==> config.mk <==
export PLATFORM = sky130hd
export DESIGN_NAME = tdm_demux4
export DESIGN_NICKNAME = d
export VERILOG_FILES = /design/src/rtl/tdm_demux4.sv
export SDC_FILE = /design/constraint.sdc
export NUM_CORES = 1
export LEC_CHECK = 0
export ABC_AREA = 1
export CORE_UTILIZATION = 45
export CTS_CLUSTER_SIZE = 28
export DETAILED_ROUTE_END_ITERATION = 8
export GPL_TIMING_DRIVEN = 1
export PLACE_DENSITY = 0.73
export SETUP_SLACK_MARGIN = 0.05
export SLEW_MARGIN = 20
export SYNTH_ARGS = -nofsm -noshare
export SYNTH_HDL_FRONTEND = slang
export SYNTH_SLANG_ARGS = --single-unit
==> constraint.sdc <==
create_clock -name clk -period 5.4 [get_ports clk]
set_input_delay 0.81 -clock clk [delete_from_list [all_inputs] [get_ports clk]]
set_output_delay 0.81 -clock clk [all_outputs]
set_load 0.01 [all_outputs]
==> src/rtl/tdm_demux4.sv <==
// Four-channel TDM receive demultiplexer: aligns to a per-frame sync marker,
// deserializes four MSB-first slots and presents them together with a strobe.
module tdm_demux4 #(
    parameter int unsigned WIDTH = 8
) (
    input  logic             clk,
    input  logic             rst,
    input  logic             en,
    input  logic             din,
    input  logic             sync,
    output logic [WIDTH-1:0] ch0,
    output logic [WIDTH-1:0] ch1,
    output logic [WIDTH-1:0] ch2,
    output logic [WIDTH-1:0] ch3,
    output logic             frame_valid,
    output logic             locked,
    output logic             sync_err,
    output logic [1:0]       slot
);

    localparam int unsigned CW = (WIDTH > 2) ? $clog2(WIDTH) : 1;

    typedef enum logic {
        HUNT = 1'b0,
        RUN  = 1'b1
    } state_t;

    state_t           state_r;
    logic [CW-1:0]    bit_cnt_r;
    logic [WIDTH-1:0] shift_r;
    logic [WIDTH-1:0] shadow0_r;
    logic [WIDTH-1:0] shadow1_r;
    logic [WIDTH-1:0] shadow2_r;

    logic [WIDTH-1:0] word_s;
    logic [WIDTH-1:0] first_word_s;
    logic             at_start_s;
    logic             last_bit_s;

    // Decode of the current bit position and the word being assembled.
    always_comb begin
        word_s       = {shift_r[WIDTH-2:0], din};
        first_word_s = {{(WIDTH-1){1'b0}}, din};
        if ((bit_cnt_r == {CW{1'b0}}) && (slot == 2'd0)) begin
            at_start_s = 1'b1;
        end else begin
            at_start_s = 1'b0;
        end
        if (bit_cnt_r == CW'(WIDTH - 1)) begin
            last_bit_s = 1'b1;
        end else begin
            last_bit_s = 1'b0;
        end
    end

    // Framing FSM, deserializer, shadow registers and registered outputs.
    always_ff @(posedge clk or posedge rst) begin
        if (rst) begin
            state_r     <= HUNT;
            bit_cnt_r   <= {CW{1'b0}};
            shift_r     <= {WIDTH{1'b0}};
            shadow0_r   <= {WIDTH{1'b0}};
            shadow1_r   <= {WIDTH{1'b0}};
            shadow2_r   <= {WIDTH{1'b0}};
            ch0         <= {WIDTH{1'b0}};
            ch1         <= {WIDTH{1'b0}};
            ch2         <= {WIDTH{1'b0}};
            ch3         <= {WIDTH{1'b0}};
            frame_valid <= 1'b0;
            locked      <= 1'b0;
            sync_err    <= 1'b0;
            slot        <= 2'd0;
        end else begin
            frame_valid <= 1'b0;
            sync_err    <= 1'b0;
            if (en) begin
                case (state_r)
                    HUNT: begin
                        if (sync) begin
                            shift_r   <= first_word_s;
                            bit_cnt_r <= CW'(1);
                            slot      <= 2'd0;
                            state_r   <= RUN;
                            locked    <= 1'b1;
                        end
                    end
                    RUN: begin
                        if (at_start_s && !sync) begin
                            // Missing marker: drop the bit and fall back to hunting.
                            sync_err  <= 1'b1;
                            state_r   <= HUNT;
                            locked    <= 1'b0;
                            bit_cnt_r <= {CW{1'b0}};
                            slot      <= 2'd0;
                            shift_r   <= {WIDTH{1'b0}};
                        end else if (sync && !at_start_s) begin
                            // Marker arrived early: restart the frame on this bit.
                            sync_err  <= 1'b1;
                            shift_r   <= first_word_s;
                            bit_cnt_r <= CW'(1);
                            slot      <= 2'd0;
                        end else if (last_bit_s) begin
                            shift_r   <= word_s;
                            bit_cnt_r <= {CW{1'b0}};
                            slot      <= slot + 2'd1;
                            case (slot)
                                2'd0: shadow0_r <= word_s;
                                2'd1: shadow1_r <= word_s;
                                2'd2: shadow2_r <= word_s;
                                2'd3: begin
                                    ch0         <= shadow0_r;
                                    ch1         <= shadow1_r;
                                    ch2         <= shadow2_r;
                                    ch3         <= word_s;
                                    frame_valid <= 1'b1;
                                end
                                default: shadow0_r <= shadow0_r;
                            endcase
                        end else begin
                            shift_r   <= word_s;
                            bit_cnt_r <= bit_cnt_r + CW'(1);
                        end
                    end
                    default: begin
                        state_r   <= HUNT;
                        locked    <= 1'b0;
                        bit_cnt_r <= {CW{1'b0}};
                        slot      <= 2'd0;
                    end
                endcase
            end
        end
    end

endmodule

==> results.sh <==
export IMPL_critical_path_cell_chain="clkdlybuf4s50_1 > inv_1 > ha_1 > nand3_4 > nor2_4 > nand2_1 > nand2_1"
export IMPL_number_of_hold_buffers_added_after_cts=0
export IMPL_synthesis_nets=359
export IMPL_via_per_inst=4.97
export IMPL_cts_htree_levels=3
export IMPL_ioPinCount=42
export IMPL_synth_top_cells_by_area="sky130_fd_sc_hd__dfrtp_1 58%, sky130_fd_sc_hd__nand2_1 18%, sky130_fd_sc_hd__o21ai_0 7.8%, sky130_fd_sc_hd__ha_1 3.6%, sky130_fd_sc_hd__nor2_8 1.9%"
export IMPL_grt_pass1_vias=2159
export IMPL_row_count=30
export IMPL_timing_clock_skew_ns=0.00897
export IMPL_port_buffers=41
export IMPL_worst_setup_hold_path_clk_slew_ns=0.08
export IMPL_ys_seq_area_share_pct=57.6
export IMPL_post_synth_top_count_cell="sky130_fd_sc_hd__nand2_1"
export IMPL_syn_area_per_cell_um2=9.06
export IMPL_max_slew_margin_vs_limit_pct=33.1
export IMPL_global_route_wire_length_before_repair_um=10500
export IMPL_crit_path_top_delay_cell="sky130_fd_sc_hd__nor2_4"
export IMPL_vdd_drop_max_mv=0.183
export IMPL_critPathBufInv=2
export IMPL_syn2layout_area_growth_pct=21.5
export IMPL_cts_sink_count=72
export IMPL_maximum_clock_rate_ghz=0.329
export IMPL_detailroute_via_count=2331
export IMPL_timing_critical_path_required_ns=5.68
export IMPL_complex_gate_fraction_of_the_synthesized_area_pct=9.56
export IMPL_timing_worst_setup_path_type="in -> reg"
export IMPL_core_area_mm2=0.00676
export IMPL_design_power_total_w=0.00138
export IMPL_worstHoldPathType="reg -> reg"
export IMPL_synth_enable_flop_cells=0
export IMPL_post_route_worst_setup_slack_ns=2.36
export IMPL_ctsLongestPathBuffers=2
export IMPL_synth_cell_types=21
export IMPL_die_area_mm2=0.00729
export IMPL_timing_critical_path_slowest_cell_delay_ns=0.78
export IMPL_crit_path_end_kind="flip-flop"
export IMPL_route_antenna_remaining_nets=0
export IMPL_startpoint_type="primary input"
export IMPL_syn_cell_area_mm2=0.00313
export IMPL_global_route_usage_total_pct=18.8
export IMPL_post_route_drc_count=0
export IMPL_tritoncts="built"
export IMPL_cts_made_buffers=9
export IMPL_commonest_cells_in_the_netlist="152 x sky130_fd_sc_hd__nand2_1, 72 x sky130_fd_sc_hd__dfrtp_1, 49 x sky130_fd_sc_hd__o21ai_0, 11 x sky130_fd_sc_hd__inv_1"
export IMPL_die_height_um=85.4
export IMPL_setup_buffers_after_cts=0
export IMPL_insertedDiodeCount=0
export IMPL_synthesis_instances=345
export IMPL_overflow=0
export IMPL_place_detailed_hpwl_um=3890
export IMPL_timing_critical_path_fanout_max=60
export IMPL_fraction_of_synthesized_cell_area_taken_by_the_top_area_cell_type_pct=57.6
export IMPL_synthesis_yosys_warnings=0
export IMPL_synth_fa_ha_area_share_pct=3.60
export IMPL_synth_async_reset_ratio_pct=100
export IMPL_detail_route_wirelength_um=6150
export IMPL_post_synth_xor_area_fraction_pct=0
export IMPL_power_per_cell_area_mw_per_mm2=362
export IMPL_tightest_pin_transition_ns=1.00
export IMPL_finalHoldViolations=0
export IMPL_max_cap_viol_count=0
export IMPL_rsz0062_at_grt="no"
export IMPL_gpl_final_weighted_congestion=0.805
export IMPL_most_used_flip_flop_cell_after_synthesis="sky130_fd_sc_hd__dfrtp_1"
export IMPL_final_critical_delay_including_setup_and_external_delays_ns=3.04
export IMPL_fp_dieW_um=85.4
export IMPL_initial_core_util_pct=46.3
export IMPL_crit_path_leading_delay_family="simple AND/OR/NAND/NOR gates"
export IMPL_slew_viol_final=0
export IMPL_post_route_cells_drive_above_1_share_pct=6.17
export IMPL_synth_simple_gate_area_share_pct=24.5
export IMPL_post_cts_resized_instances=0
export IMPL_final_setup_tns_ns=0
export IMPL_drt_first_pass_iters=4
export IMPL_clk_insertion_delay_late_ns=0.35
export IMPL_antenna_found_initial=0
export IMPL_setup_viol_count_final=0
export IMPL_final_net_count=398
export IMPL_outcome="finished, final reports clean"
export IMPL_grt_start_max_net_pins=73
export IMPL_synth_area_leader_cell="sky130_fd_sc_hd__dfrtp_1"
export IMPL_wl_per_cell_um=13.1
export IMPL_finalCritPeriodShare_pct=56.3
export IMPL_post_layout_nonfiller_instances=469
export IMPL_p_leak_nw=2.08
export IMPL_numPlacedInstances=453
export IMPL_synth_top_family_by_area="simple AND/OR/NAND/NOR gates"
export IMPL_synthMuxAreaShare_pct=0
export IMPL_crit_top_cell="sky130_fd_sc_hd__nand2_1"
export IMPL_drt_first_iter_violations=117
export IMPL_synth_seq_cells=72
export IMPL_clock_root_buffer="sky130_fd_sc_hd__clkbuf_8"
export IMPL_crit_arrival_ns=3.32
export IMPL_pre_cts_setup_slack_ns=1.95
[power breakdown]
group / internal [W] / switching, W / leakage, nW
Combinational: 0.0000727 / 0.000161 / 0.961
Clock: 0.000313 / 0.000220 / 0.126
Sequential: 0.000570 / 0.0000404 / 0.994
Total: 0.000956 / 0.000421 / 2.08
[final cells by class]
class | instances | area [um^2]
Multi-Input combinational cell | 246 | 1180
Tap cell | 80 | 100
Inverter | 13 | 48.8
Sequential cell | 72 | 1800
Clock buffer | 9 | 124
Timing Repair Buffer | 42 | 418
Clock inverter | 7 | 128
Fill cell | 601 | 2960
[kinds of logic (layout without fill, tap and decap cells)]
group | Yosys count | in the layout
DFF | 72 | 72
adders and majority gates | 9 | 9
AOI/OAI and AO/OA | 59 | 59
buffers and inverters | 27 | 71
and+or+nand+nor | 178 | 178
[registers in the layout, summed over array words and instances (netlist names)]
register,count
ch0,8
ch1,8
ch2,8
ch3,8
shadow0_r,8
shadow1_r,8
shadow2_r,8
shift_r,7
bit_cnt_r,3
slot,2
frame_valid,1
locked,1
state_r,1
sync_err,1
[layout by cell type (no fill, tap or decap), types with 6 or more instances in the layout]
master and n:
sky130_fd_sc_hd__inv_1 10, sky130_fd_sc_hd__nand4_1 8, sky130_fd_sc_hd__nor2_1 6, sky130_fd_sc_hd__nand3_1 6, sky130_fd_sc_hd__ha_1 9, sky130_fd_sc_hd__nand2_1 152, sky130_fd_sc_hd__clkbuf_8 9, sky130_fd_sc_hd__dfrtp_1 72
sky130_fd_sc_hd__o21ai_1 9, sky130_fd_sc_hd__o21ai_0 49, sky130_fd_sc_hd__clkdlybuf4s50_1 41
[worst paths after layout]
check,slack (ns),start,endpoint,depth (start not counted)
worst min-delay path,0.48,shadow2_r[0],ch2[0],2
worst min register to register,0.48,shadow2_r[0],ch2[0],2
min in group asynchronous,1.04,rst,ch0[2],3
worst max-delay path,2.36,sync,ch2[3],7
max in group asynchronous,3.79,rst,shadow2_r[6],3
worst max register to register,2.52,slot[0],ch2[3],9
[routing by layer]
metal / share of wire, % / global-route usage, %
met5: 0 / 0
met4: 1.7 / 7.27
met3: 3.4 / 3.79
met2: 47 / 30.0
met1: 48 / 25.5
[worst register-to-register path: cells and delay by family (launching register included)]
| family | cells | cell delay (ns) |
|---|---|---|
| flops | 1 | 0.44 |
| fa+ha+maj | 2 | 0.58 |
| buf+inv | 1 | 0.09 |
| simple gates | 6 | 1.70 |
[stage by stage]
| stage | util, % | instance area [um^2] | hold slack, ns |
|---|---|---|---|
| final | 56.2 | 3800 | 0.478 |
| after global routing | 56.2 | 3800 | 0.494 |
| after CTS | 56.2 | 3800 | 0.475 |
| after detailed placement | 52.5 | 3550 | 0.460 |
| after global placement | 52.5 | 3550 | 0.453 |
| after floorplan | - | 3130 | 0.442 |
Note: power is estimated with default switching activity, not from simulation.
